===== src/rtl/alu_issue_ctrl.sv =====
// Issue controller for the combinational ALU: accepts instruction words, owns the register file and flags.
// Optional ALU_ISSUE_OVERLAP_EN: accept the next instruction during write-back (1 instruction / 2 cycles).
module alu_issue_ctrl #(
  parameter int          DW      = 8,
  parameter int          RA_W    = 2,
  parameter logic [7:0]  OPC_LDI = 8'h06
) (
  input  logic            clk,
  input  logic            rst,
  input  logic            instr_valid,
  output logic            instr_ready,
  input  logic [23:0]     instr,
  output logic [7:0]      alu_opcode,
  output logic [DW-1:0]   alu_op1,
  output logic [DW-1:0]   alu_op2,
  input  logic [DW-1:0]   alu_dout,
  input  logic [7:0]      alu_eflags,
  output logic [7:0]      flags_q,
  output logic            wb_valid,
  output logic [RA_W-1:0] wb_rd,
  output logic [DW-1:0]   wb_data,
  output logic            illegal,
  input  logic [RA_W-1:0] dbg_sel,
  output logic [DW-1:0]   dbg_data,
  output logic [1:0]      dbg_state
);

  localparam int NREG = 2 ** RA_W;

  typedef enum logic [1:0] {
    IDLE = 2'd0,
    EXEC = 2'd1,
    WB   = 2'd2
  } state_t;

  state_t state_q, state_d;

  // Handshake: a word transfers on a rising edge where instr_valid && instr_ready;
  // instr is ignored on every other edge, whatever its value.
  logic accept;

  logic [7:0]      opc_q;
  logic [RA_W-1:0] rd_q, ra_q, rb_q;
  logic [7:0]      imm_q;
  logic            flags_we;

  logic [DW-1:0] regs [NREG];

  assign accept    = instr_valid && instr_ready;
  assign wb_rd     = rd_q;
  assign dbg_data  = regs[dbg_sel];
  assign dbg_state = state_q;

  always_comb begin
    state_d     = state_q;
    instr_ready = 1'b0;
    wb_valid    = 1'b0;
    wb_data     = '0;
    illegal     = 1'b0;
    flags_we    = 1'b0;
    case (state_q)
      IDLE: begin
        instr_ready = 1'b1;
        if (instr_valid) state_d = EXEC;
      end
      EXEC: state_d = WB;
      WB: begin
        state_d = IDLE;
`ifdef ALU_ISSUE_OVERLAP_EN
        instr_ready = 1'b1;
        if (instr_valid) state_d = EXEC;
`endif
        // ALU inputs were registered at the end of EXEC, so dout/eflags are valid here.
        if (opc_q == OPC_LDI) begin
          wb_valid = 1'b1;
          wb_data  = DW'(imm_q);
        end else begin
          case (opc_q)
            8'h00: ;
            8'h01: begin
              wb_valid = 1'b1;
              wb_data  = alu_dout;
              flags_we = 1'b1;
            end
            8'h02, 8'h04, 8'h05: begin
              wb_valid = 1'b1;
              wb_data  = alu_dout;
            end
            8'h03: flags_we = 1'b1;
            default: illegal = 1'b1;
          endcase
        end
      end
      default: state_d = IDLE;
    endcase
  end

  always_ff @(posedge clk or posedge rst) begin
    if (rst) begin
      state_q <= IDLE;
      opc_q   <= '0;
      rd_q    <= '0;
      ra_q    <= '0;
      rb_q    <= '0;
      imm_q   <= '0;
    end else begin
      state_q <= state_d;
      if (accept) begin
        opc_q <= instr[23:16];
        rd_q  <= instr[15:14];
        ra_q  <= instr[13:12];
        rb_q  <= instr[11:10];
        imm_q <= instr[7:0];
      end
    end
  end

  // Operands are read in EXEC, after any write-back of the previous instruction has landed.
  always_ff @(posedge clk or posedge rst) begin
    if (rst) begin
      alu_opcode <= '0;
      alu_op1    <= '0;
      alu_op2    <= '0;
    end else if (state_q == EXEC) begin
      alu_opcode <= opc_q;
      alu_op1    <= regs[ra_q];
      alu_op2    <= regs[rb_q];
    end else if (state_q == WB) begin
      alu_opcode <= '0;
    end
  end

  always_ff @(posedge clk or posedge rst) begin
    if (rst) begin
      for (int i = 0; i < NREG; i++) regs[i] <= '0;
      flags_q <= '0;
    end else begin
      if (wb_valid) regs[wb_rd] <= wb_data;
      if (flags_we) flags_q <= alu_eflags;
    end
  end

endmodule


===== config.mk =====
export PLATFORM = sky130hd
export DESIGN_NAME = alu_issue_ctrl
export DESIGN_NICKNAME = d
export VERILOG_FILES = /design/src/rtl/alu_issue_ctrl.sv
export SDC_FILE = /design/constraint.sdc
export NUM_CORES = 1
export LEC_CHECK = 0
export CELL_PAD_IN_SITES_DETAIL_PLACEMENT = 1
export CELL_PAD_IN_SITES_GLOBAL_PLACEMENT = 2
export CORE_MARGIN = 2
export CORE_UTILIZATION = 37
export DETAILED_ROUTE_END_ITERATION = 7
export PLACE_DENSITY_LB_ADDON = 0.3
export SLEW_MARGIN = 10
export SYNTH_ARGS = -nofsm -noshare
export SYNTH_HDL_FRONTEND = slang
export SYNTH_SLANG_ARGS = --single-unit

===== constraint.sdc =====
create_clock -name clk -period 5 [get_ports clk]
set_input_delay 1 -clock clk [delete_from_list [all_inputs] [get_ports clk]]
set_output_delay 1 -clock clk [all_outputs]
set_load 0.03 [all_outputs]

# Word-level counts from Yosys, hierarchy flattened
# Cells that the tools add are included.
[op_classes] bitwise_logic=4 n_reduce_logical=8 muxes=29 n_lt_le_gt_ge=5 n_eq_ne=9
[op_table] op="8-bit 2-to-1 mux" n=12
[op_table] op="8-bit binary-select mux with 2-bit select" n=3
[op_table] op="32-bit bitwise mux" n=1
[op_table] op="8-bit by 3-bit equality test with 1-bit output, second input constant" n=3
[op_table] op="8-bit demux with 2-bit select" n=1
[op_table] op="8-bit by 2-bit equality test with 1-bit output, second input constant" n=2
[op_table] op="3-bit greater-or-equal comparator, second input constant" n=4
[op_table] op="2-bit NOT with 3-bit output" n=4
[op_table] op="1-bit 2-to-1 mux" n=10
[op_table] op="8-bit by 1-bit equality test with 1-bit output, second input constant" n=1
[op_table] op="8-bit zero test" n=1
[op_table] op="6-bit OR reduction" n=1
[op_table] op="2-bit one-hot mux with 2 select lines" n=1
[op_table] op="4-bit OR reduction" n=1
[op_table] op="3-bit by 1-bit < comparator with 1-bit output, second input constant" n=1
[op_table] op="2-bit by 1-bit equality test with 1-bit output, second input constant" n=1
[op_table] op="2-bit equality test, second input constant" n=1
[op_table] op="1-bit logical AND" n=2
[op_table] op="2-bit zero test" n=1
[op_table] op="2-bit 2-to-1 mux" n=1
[op_table] op="2-bit != test, second input constant" n=1
[op_table] op="2-bit nonzero test" n=1
[op_table] op="2-bit OR reduction" n=1
[word_totals] out_inout_bits=55 word_cells=69 register_bits=88 in_bits=45

# Depth between registers and ports, before layout
# Gate-level depths: netlist of run 1.
[depth] ltp_word=6 ltp_mapped=6 ltp_nobuf=5

# Least setup slack after synthesis of run 1
# Ideal clock, no wire load.
[synth_path] path_type="input -> output" startpoint="input port dbg_sel[0]" endpoint="output port dbg_data[0]" arrival_ps=2091 n_path_buf=1 slack_ps=1909 path_stages=2 required_ps=4000 cell_sequence="clkbuf_1 -> mux4_2"
[synth_between] elab_chain_cells=4
[synth_lines] element="from (decl)" line="23" source="input logic [RA_W-1:0] dbg_sel,"
[synth_lines] element="2-bit NOT with 3-bit output (implied by the code)" line="51" source="assign dbg_data = regs[dbg_sel];"
[synth_lines] element="8-bit binary-select mux with 2-bit select" line="51"
[synth_lines] element="8-bit 2-to-1 mux (implied by the code) (2 in series)" line="51"
[synth_lines] element="to (decl)" line="24" source="output logic [DW-1:0] dbg_data,"
# No other way between the ends. The select of a mux whose other input is x is not followed.

# Worst setup path after layout of run 1
# Same ends and word-level chain as after synthesis.

==> impl_metrics.ini, run 1 <==
[worst_setup_path]
cp_max_fo = 8
cp.required_ns = 4.00
end_kind = output pin
crit_buf_inv = 2
critPathMaxStageDelay_ns = 0.90
cpMostUsedCell = clkdlybuf4s50_1
worstPathArrival_ns = 3.13
cp_cell_sequence = clkdlybuf4s50_1 -> mux4_2 -> clkdlybuf4s50_1
slowest_stage = clkdlybuf4s50_1
startpoint_type = input pin
crit_family = buffers and inverters
worstSetupPathType = input pin to output pin

[logic_synthesis]
syn_nets = 341
synth_largest_area_cell = dfrtp_1
ys_ff_latch = 88
synthTopCellsByArea = dfrtp_1 (51%), mux2_2 (20%), mux4_2 (12%)
post_synth.cell_area_avg_um2 = 14.8
netlist_top_cells_count = dfrtp_1 (88), mux2_2 (78), mux4_2 (24)
ys.flop_type = dfrtp_1
yosys_warnings = 0
seq_area_frac_synth_pct = 50.9
yosysMostFrequentCell = dfrtp_1
synth_edf_count = 0
synth_area_mm2 = 0.00433
syn_inst = 292
ys_types = 28
synth-async-reset-ratio_pct = 100
synth.top_cell.area_share_pct = 50.9

[die]
io_pins = 100
die_w_um = 112
die_h_um = 112
die-area_mm2 = 0.0126
core_mm2 = 0.0114
initial_core_util_pct = 37.9
num_rows = 39

[detailed_routing]
num_vias = 2774
drc = 0
first_iter_violations = 89
wl_um = 10000
drtAntennaViolNets = 0
wl_per_cell_um = 18.7
avgViaCountPerCell = 5.19
firstDrtPassIters = 4

[layout]
final_cell_area_mm2 = 0.00573
antenna-diode-count = 0
fin_util_pct = 50.2
drive_gt1_share_pct = 34.8
area_growth_pct = 32.5
nets = 435

[timing]
hold_viol_final = 0
fin_crit_ns = 4.13
tns_ns = 0
relSlewSlack_pct = 34.9
tightest_slew_ns = 0.975
fin_crit_sh_pct = 82.5
finalSetupViolCount = 0
maxSlewViolCount = 0
max_freq_mhz = 242
rsz0062_at_grt = no
finalClockSkew_ns = 0.00511

[clock_network]
cts_tree = yes
post_cts_buffers = 0
holdBufCountCts = 0
path_clk_slew_ns = 0.06
h-tree-depth = 3
cts_buffers = 9
clk_latency_ns = 0.34
cts_resized = 0
clock_sinks = 88
cts_root_buf = clkbuf_16
clock_path_buffers = 2

[global_route]
grt_util_all_layers_pct = 17.1
overflow = 0
grt_pass1_wl_um = 16600
grt_pass1_vias = 3080
grt_max_degree = 50
antenna_found_initial = 0

[place]
hpwl_um = 7120
portBuffers = 97
gp_congestion = 0.748
dpl_cell_area_mm2 = 0.00543

[power_and_ir_drop]
power_frac_comb_pct = 34.0
switching_share_pct = 35.3
power.density_mw_per_mm2 = 470
p_int_uw = 1740
p_switching_uw = 950
vdd_drop_max_mv = 0.232
p_clk_share_pct = 25.7
power_frac_seq_pct = 40.3
leakage_uw = 0.00245

[worst_hold_path]
min_path_type = register to register

[run_status]
status = finished clean

[job]
drv_cap = 0
==> state kept, by name, indices dropped and copies added, names as in the netlist <==
| signal | count |
|---|---|
| alu_opcode | 8 |
| alu_op1 | 8 |
| wb_rd | 2 |
| dbg_state | 2 |
| ra_q | 2 |
| flags_q | 8 |
| opc_q | 8 |
| rb_q | 2 |
| imm_q | 8 |
| regs | 32 |
| alu_op2 | 8 |
==> power groups by stage <==
stage,Combinational [uW],Sequential (uW),Clock (uW)
after floorplan,594,1100,0
after global placement,913,1100,0
after detailed placement,927,1100,0
after CTS,932,1090,712
after global routing,990,1120,739
final,916,1080,691
==> cell families after synthesis <==
group / Yosys count / share of synthesized area, %
compound gates: 20 / 3.01
flops: 88 / 50.9
buf+inv: 31 / 2.89
mux: 110 / 35.6
simple gates: 39 / 6.51
fa+ha+maj: 4 / 1.16
==> cell usage in the layout (no fill, tap or decap), types with 2 or more instances in the layout <==
cell,Yosys,routed
clkdlybuf4s50_1,0,97
dfrtp_1,88,88
mux4_2,24,24
a22oi_1,7,7
nor2_1,10,10
nor4_4,4,4
clkbuf_8,0,2
inv_1,15,14
clkbuf_16,0,9
clkinv_2,0,3
o21ai_0,9,9
clkinvlp_4,0,2
buf_4,0,2
nand2_1,2,2
nand3_1,8,8
ha_1,4,4
mux2_2,78,78
and2_1,8,8
mux2_4,8,8
==> final cells by class <==
class	count	area, um2
Fill cell	1182	5690
Sequential cell	88	2200
Multi-Input combinational cell	173	2000
Timing Repair Buffer	99	986
Clock buffer	11	253
Tap cell	143	179
Inverter	15	57.6
Clock inverter	5	55.1
==> through the flow <==
stage | power (uW) | setup WS [ns] | instances | hold WS (ns)
4_1_cts | 2740 | 0.834 | 534 | 0.509
3_3_place_gp | 2010 | 0.847 | 518 | 0.484
3_5_place_dp | 2030 | 0.833 | 518 | 0.494
6_report | 2690 | 0.874 | 534 | 0.506
2_1_floorplan | 1700 | 1.72 | 292 | 0.474
5_1_grt | 2850 | 0.803 | 534 | 0.527
==> routing by layer <==
metal	track usage (%)	routed length (um)	vias to the layer above
met1	21.9	4240	1413
met5	0	0	-
li1	-	-	1265
met4	7.07	216	0
met3	3.46	566	17
met2	28.5	4980	79
==> final timing paths <==
check	startpoint	cells after the start	end	slack, ns
setup reg to reg	dbg_state[0]	5	regs[18]	2.73
min in group asynchronous	rst	2	alu_op2[4]	1.13
hold reg to reg	flags_q[4]	1	flags_q[4]	0.51
setup / recovery	dbg_sel[0]	3	dbg_data[0]	0.87
hold / removal	flags_q[4]	1	flags_q[4]	0.51
max in group asynchronous	rst	3	alu_op2[5]	2.83
Note: power is estimated with default switching activity, not from simulation.
==> run 2, diff against run 1 <==
Settings changed: CORE_UTILIZATION 37 to 34.
Clock period 5 ns to 4.05 ns, I/O delays scaled along.
==> run 2 against run 1 <==
Largest power group unchanged. Combinational power grew 24%. Global-route usage shrank 0.40 points. Sequential power grew 24%. Critical path type unchanged. Non-clock buffer count is the same. Wire length grew 2.6%. Utilization shrank 3.7 points. Critical path depth grew 3. Clock-buffer cell count shrank 2. Via count grew 0.36%.
==> impl_metrics.ini, run 2 (synthesis gave the netlist of run 1 again) <==
[timing]
maxSlewViolCount = 0
tightest_slew_ns = 0.987
finalSetupViolCount = 0
fin_crit_sh_pct = 88.7
tns_ns = 0
finalClockSkew_ns = 0.00711
rsz0062_at_grt = no
max_freq_mhz = 278
relSlewSlack_pct = 34.0
hold_viol_final = 0
fin_crit_ns = 3.59

[detailed_routing]
num_vias = 2784
avgViaCountPerCell = 4.94
wl_um = 10300
drc = 0
firstDrtPassIters = 4
first_iter_violations = 94
drtAntennaViolNets = 0
wl_per_cell_um = 18.2

[power_and_ir_drop]
leakage_uw = 0.00247
vdd_drop_max_mv = 0.318
power.density_mw_per_mm2 = 591

[global_route]
grt_util_all_layers_pct = 16.7
antenna_found_initial = 0
grt_max_degree = 51
grt_pass1_wl_um = 16500
grt_pass1_vias = 3014
overflow = 0

[clock_network]
clock_path_buffers = 2
clk_latency_ns = 0.35
cts_root_buf = clkbuf_16
h-tree-depth = 3
path_clk_slew_ns = 0.06
cts_buffers = 9
post_cts_buffers = 0
holdBufCountCts = 0
cts_resized = 0
cts_tree = yes
clock_sinks = 88

[worst_setup_path]
cp.required_ns = 3.24
cp_cell_sequence = clkdlybuf4s50_1 -> mux2_2 -> a22oi_1 -> nor2_1 -> and2_1 -> clkdlybuf4s50_1
cpMostUsedCell = clkdlybuf4s50_1
critPathMaxStageDelay_ns = 0.72
startpoint_type = input pin
cp_max_fo = 5
slowest_stage = clkdlybuf4s50_1
worstSetupPathType = input pin to output pin
worstPathArrival_ns = 2.78
end_kind = output pin

[worst_hold_path]
min_path_type = register to register

[layout]
antenna-diode-count = 0
final_cell_mix = clkdlybuf4s50_1 (97), dfrtp_1 (88), mux2_2 (78), mux4_2 (24), inv_1 (14)
drive_gt1_share_pct = 35.0
final_common_cell = clkdlybuf4s50_1
regMostFlops = regs
largest_reg_flops = 32
nets = 435
fin_cells = 563
area_growth_pct = 34.5

[die]
die_h_um = 117
num_rows = 41
die-area_mm2 = 0.0136
io_pins = 100
core_mm2 = 0.0125
initial_core_util_pct = 34.6
die_w_um = 117

[run_status]
status = finished clean

[job]
drv_cap = 0

[place]
dp.cells = 547
hpwl_um = 7250
portBuffers = 97
gp_congestion = 0.713
## run 2: power by group
| part | total, uW | switching (uW) | leakage, uW | internal [uW] |
|---|---|---|---|---|
| sequential | 1340 | 267 | 0.00115 | 1070 |
| combinational | 1140 | 565 | 0.00115 | 571 |
| clock | 968 | 364 | 0.000166 | 604 |
## run 2: layout make-up
type	count	area, um2
multi-input combinational	173	2000
timing repair buffer	99	998
tap	172	215
inverter	15	57.6
sequential	88	2200
clock inverter	7	120
fill	1323	6700
clock buffer	9	225
## run 2: path summary, 6_finish.rpt
check                      cells after the start          to    startpoint  slack (ns)
setup / recovery                               6  wb_data[5]   alu_dout[5]        0.46
max in group asynchronous                      3  alu_op2[2]           rst        2.39
hold reg to reg                                1  alu_op1[4]    alu_op1[4]        0.50
setup reg to reg                               5    regs[11]  dbg_state[0]        1.76
min in group asynchronous                      2  alu_op1[3]           rst        0.95
hold / removal                                 1  alu_op1[4]    alu_op1[4]        0.50
## run 2: worst max-delay path: cells and delay by family
kind	cells	cell delay [ns]
AND/OR/NAND/NOR	2	0.54
buffers and inverters	2	1.21
multiplexers	1	0.16
AO/OA/AOI/OAI	1	0.06
## run 2: routing by layer
layer / vias up / wire, um / GRT usage [%] / share of wire [%]
li1: 1258 / - / - / -
met1: 1432 / 4480 / 21.0 / 44
met2: 82 / 4910 / 26.3 / 48
met3: 12 / 696 / 5.97 / 6.8
met4: 0 / 181 / 6.59 / 1.8
met5: - / 0 / 0 / 0
## run 2: per-stage QoR
| step | hold slack [ns] | util, % | setup slack, ns | total power (uW) | area [um2] |
|---|---|---|---|---|---|
| after floorplan | 0.474 | - | 0.961 | 2090 | 4330 |
| after global placement | 0.482 | 43.7 | 0.531 | 2480 | 5470 |
| after detailed placement | 0.493 | 43.7 | 0.499 | 2510 | 5470 |
| after CTS | 0.510 | 46.5 | 0.448 | 3500 | 5820 |
| after global routing | 0.523 | 46.5 | 0.286 | 3650 | 5820 |
| final | 0.503 | 46.5 | 0.458 | 3440 | 5820 |
==> RTL edit 1 (settings of run 2) <==
Build with the macro `ALU_ISSUE_OVERLAP_EN` defined.
--- a/src/rtl/alu_issue_ctrl.sv
+++ b/src/rtl/alu_issue_ctrl.sv
@@ -2,2 +2,4 @@
 // Optional ALU_ISSUE_OVERLAP_EN: accept the next instruction during write-back (1 instruction / 2 cycles).
+`define ALU_ISSUE_OVERLAP_EN
+
 module alu_issue_ctrl #(
Check against the original RTL: not equivalent (a bounded check fails within 4 cycles, from zero or initial values and one cycle with rst high).
==> RTL edit 1 against run 2 <==
Setup slack got worse by 0.14 ns. Wire length fell by 0.98%. Sequential cell count did not move. Design area fell by 1.0%. Hold slack barely moved. Clock power fell by 1%. Largest cell class unchanged. Synthesized area fell by 1.6%. Power fell by 12%.
==> RTL edit 1: results (changes against run 2) <==
- Post-layout net count: 427 (-1.8%)
- Routed wl met2: 4830 um (-1.5%)
- Total length of routed met3 wires: 560 um (-20%)
- Pin count of the biggest net entering global routing: 39 (-24%)
- M1 wire length: 4610 um (+2.8%)
- Unique masters post-synth: 31 (+11%)
- Place WS: 0.574 ns (+0.0750 ns)
- Relative slew slack: 28.1% (-6.0 points)
- GRT Total Usage: 16.5% (-0.16 points)
- Wire per inst: 18.5 um (+1.4%)
- Pleak: 2.47 nW (+0.16%)
- Share of layout cells above drive strength 1: 34.6% (-0.48 points)
- Vias in the first global route: 2941 (-2.4%)
- Syn nets: 331 (-2.9%)
- Post-synth top cells: dfrtp_1, mux2_2, mux4_2
- Most common cell in the netlist: dfrtp_1
- First-pass GRT wire length: 16400 um (-0.92%)
- Hold Path Origin: alu_op1[7]
- Status: finished, final reports clean
- Drt initial violations: 74 (-21%)
- Port bufs: 97 (unchanged)
- Skew final: 0.00985 ns (+0.00273 ns)
- Slowest Stage Delay on Critical Path: 0.67 ns (-0.05 ns)
- Top post-synthesis cells by area: dfrtp_1, mux2_2, mux4_2, mux2_4, a22o_1
- Sequential area share after synthesis: 51.7% (+0.81 points)
- GPL Wtd Cong: 0.739 (+3.6%)
- Via count: 2711 (-2.6%)
- HPWL Detailed: 7310 um (+0.90%)
- CP Max Fanout: 8 (+3)
- Crit path arrival time: 2.92 ns (+0.14 ns)
==> RTL edit 1: kinds of logic (layout without fill, tap and decap cells) <==
group / count (synthesis) / in the layout / synth area share, %
buf+inv: 28 / 129 / 2.70
mux: 102 / 102 / 34.0
simple gates: 37 / 37 / 6.87
flops: 88 / 88 / 51.7
compound gates: 21 / 21 / 3.26
fa+ha+maj: 5 / 5 / 1.47
==> RTL edit 1: through the flow <==
step	total power [mW]	hold slack [ns]	cells	area, um^2
CTS	3.08	0.511	550	5760
floorplan	1.78	0.482	281	4260
finish	3.03	0.502	550	5760
global route	3.21	0.527	550	5760
detailed placement	2.10	0.496	534	5420
global placement	2.08	0.487	534	5420
==> RTL edit 1: worst paths after layout <==
| path | endpoint | slack, ns | cells after the start |
|---|---|---|---|
| worst min register to register | alu_op1[7] | 0.50 | 1 |
| worst min-delay path | alu_op1[7] | 0.50 | 1 |
| worst max-delay path | wb_data[5] | 0.32 | 5 |
| max in group asynchronous | opc_q[1] | 2.45 | 3 |
| min in group asynchronous | dbg_state[0] | 0.89 | 2 |
| worst max register to register | regs[23] | 1.39 | 6 |
==> RTL edit 1: power breakdown <==
group,internal [mW],total (mW),switching [mW]
combinational,0.417,0.829,0.412
clock,0.604,0.954,0.350
sequential,1.02,1.24,0.219
total,2.04,3.03,0.981
==> RTL edit 1: layout make-up <==
class	instances	area, um^2
clock buffer	9	225
clock inverter	7	120
fill	1232	6350
inverter	12	46.3
multi-input combinational	165	1950
sequential	88	2200
tap	168	210
timing repair buffer	101	1010
==> RTL edit 1: layer usage <==
metal,vias to the layer above,track usage [%]
li1,1230,-
met1,1404,22.2
met2,67,25.2
met3,10,4.92
met4,0,6.67
met5,-,0
==> RTL edit 2 (settings of run 2) <==
Without the edit above. Register the output `dbg_data`, with the module's reset; this adds one clock of latency there. The other outputs are not delayed to match.
--- a/src/rtl/alu_issue_ctrl.sv
+++ b/src/rtl/alu_issue_ctrl.sv
@@ -50,3 +50,9 @@
   assign wb_rd     = rd_q;
-  assign dbg_data  = regs[dbg_sel];
+  always_ff @(posedge clk or posedge rst) begin
+    if (rst) begin
+      dbg_data <= '0;
+    end else begin
+      dbg_data <= regs[dbg_sel];
+    end
+  end
   assign dbg_state = state_q;
Function: changed (a bounded check fails within 4 cycles, from zero or initial values and one cycle with rst high).
==> RTL edit 2 against run 2 <==
Wire length grew 2.8%. Core utilization grew 0.50 points. Design area grew 2.3%. Count of clock-buffer cells in the layout grew 1. Synthesized area grew 2.7%. Critical endpoint is now wb_data[3]. Register-to-register slack lost 0.05 ns. Power grew 26%. Largest power group is now combinational cells. Die area grew 2.6%. Hold slack gained 0.0022 ns. Synthesized cell count grew 0.34%. Critical path depth shrank 1. Combinational power grew 53%. Critical path type unchanged. Setup slack gained 0.087 ns. Sequential cell count grew 8.
==> RTL edit 2: results (changes against run 2) <==
- First-pass GRT wire length: 17100 um (+3.2%)
- HPWL Detailed: 7440 um (+2.7%)
- Pleak: 2.52 nW (+2.0%)
- Max Buffers Root-to-Sink: 2 (unchanged)
- Met1 Track Usage GR: 19.8% (-1.3 points)
- Synth Area in XOR/XNOR: 0% (unchanged)
- R2R Setup Slk: 1.71 ns (-0.05 ns)
- Top_reg_cell synth: dfrtp_1
- Worst IR Drop VDD: 253 uV (-20%)
- Slowest Stage Delay on Critical Path: 0.69 ns (-0.03 ns)
- GRT Total Usage: 16.0% (-0.72 points)
- Min-Delay Path Class: register to register
- CP top delay family: buffers and inverters
- Unique masters post-synth: 26 (-7.1%)
- Top post-synthesis cells by area: dfrtp_1, mux2_2, mux4_2, mux2i_1, o2bb2ai_1
- Synth Warn #: 0 (unchanged)
- Clk root buf: clkbuf_16
- Sequential area share after synthesis: 54.0% (+3.1 points)
- Syn nets: 342 (+0.29%)
- Place WS: 0.515 ns (+0.0161 ns)
- Pin count of the biggest net entering global routing: 97 (+90%)
- Post-layout net count: 440 (+1.1%)
- Crit path arrival time: 2.69 ns (-0.09 ns)
- Asr flop ratio synth: 100% (unchanged)
- Synth Area in Adders: 1.13% (-0.031 points)
- Antenna cells: 0 (unchanged)
- Share of layout cells above drive strength 1: 32.6% (-2.5 points)
- Worst Hold Path EP: imm_q[7]
- CTS resizes: 0 (unchanged)
- H-tree lvl count: 3 (unchanged)
- Post-synthesis mux area share: 33.7% (-1.8 points)
- Vias/cell: 4.91 (-0.74%)
- Drt total wl: 10600 um (+2.8%)
- Worst-Margin Slew: 1.17 ns (+0.179 ns)
- Num CTS Buffers: 9 (unchanged)
- Vias in the first global route: 3166 (+5.0%)
- Slowest cell on crit path: clkdlybuf4s50_1
- Depth of the worst register-to-register path: 6 (+1)
- Post-synth top cells: dfrtp_1, mux2_2, mux4_2
- Drt initial violations: 80 (-15%)
- Synth Area in Compound Gates: 2.76% (-0.25 points)
- Net Sw Power: 1.56 mW (+30%)
- Status: finished, final reports clean
- R2r startpoint: dbg_state[0]
- Skew final: 0.00733 ns (+0.000218 ns)
- Reg-to-Reg End: regs[20]
- GPL Wtd Cong: 0.711 (-0.27%)
- Hold depth: 1 (unchanged)
- Met3 usage: 2.61% (-3.4 points)
- Hold Path Origin: imm_q[7]
- TritonRoute pass-1 iters: 4 (unchanged)
- Met2 usage: 27.5% (+1.2 points)
## RTL edit 2: kinds of logic (layout without fill, tap and decap cells)
group	count (synthesis)	after routing
muxes	110	110
DFF	96	96
and+or+nand+nor	37	37
buffers and inverters	28	131
AOI/OAI and AO/OA	18	18
adders and majority gates	4	4
## RTL edit 2: stage by stage
stage / hold slack (ns) / instance area, um^2 / cells / power (mW) / util, %
floorplan: 0.474 / 4450 / 293 / 2.75 / -
global placement: 0.484 / 5620 / 552 / 3.37 / 44.4
detailed placement: 0.497 / 5620 / 552 / 3.44 / 44.4
CTS: 0.511 / 5960 / 568 / 4.41 / 47.0
global route: 0.518 / 5960 / 568 / 4.60 / 47.0
finish: 0.505 / 5960 / 568 / 4.35 / 47.0
## RTL edit 2: how the worst max path moves through the flow
stage | slack, ns | to | cells past startpoint | start
4_1_cts | 0.50 | wb_data[3] | 5 | opc_q[2]
3_5_place_dp | 0.51 | wb_data[3] | 5 | alu_dout[3]
2_1_floorplan | 0.73 | alu_op1[0] | 1 | rst
5_1_grt | 0.31 | wb_data[0] | 5 | opc_q[2]
6_report | 0.55 | wb_data[3] | 5 | alu_dout[3]
3_3_place_gp | 0.57 | wb_data[3] | 5 | alu_dout[3]
## RTL edit 2: metal layers
metal  part of all wire [%]  wire length [um]
met1                     44              4670
met2                     51              5410
met3                    2.8               296
met4                    1.7               184
met5                      0                 0
## RTL edit 2: cell type report
cell class / count / area [um^2]
clock buffer: 10 / 229
clock inverter: 6 / 108
fill: 1287 / 6710
inverter: 14 / 53.8
multi-input combinational: 169 / 1940
sequential: 96 / 2400
tap: 172 / 215
timing repair buffer: 101 / 1010
## RTL edit 2: worst reg2reg max path, cell delays in order (launching register included)
cell and delay (ns):
dfrtp_1 0.43, inv_1 0.10, ha_1 0.18, nor4b_4 0.32, nand4_4 0.22, nor3b_4 0.57
mux2_2 0.41
## RTL edit 2: power by group through the flow
| stage | Clock (mW) | Sequential (mW) | Combinational, mW |
|---|---|---|---|
| finish | 0.961 | 1.64 | 1.74 |
| global placement | 0 | 1.64 | 1.72 |
| detailed placement | 0 | 1.67 | 1.77 |
| CTS | 0.986 | 1.65 | 1.77 |
| floorplan | 0 | 1.81 | 0.943 |
| global route | 1.03 | 1.71 | 1.87 |
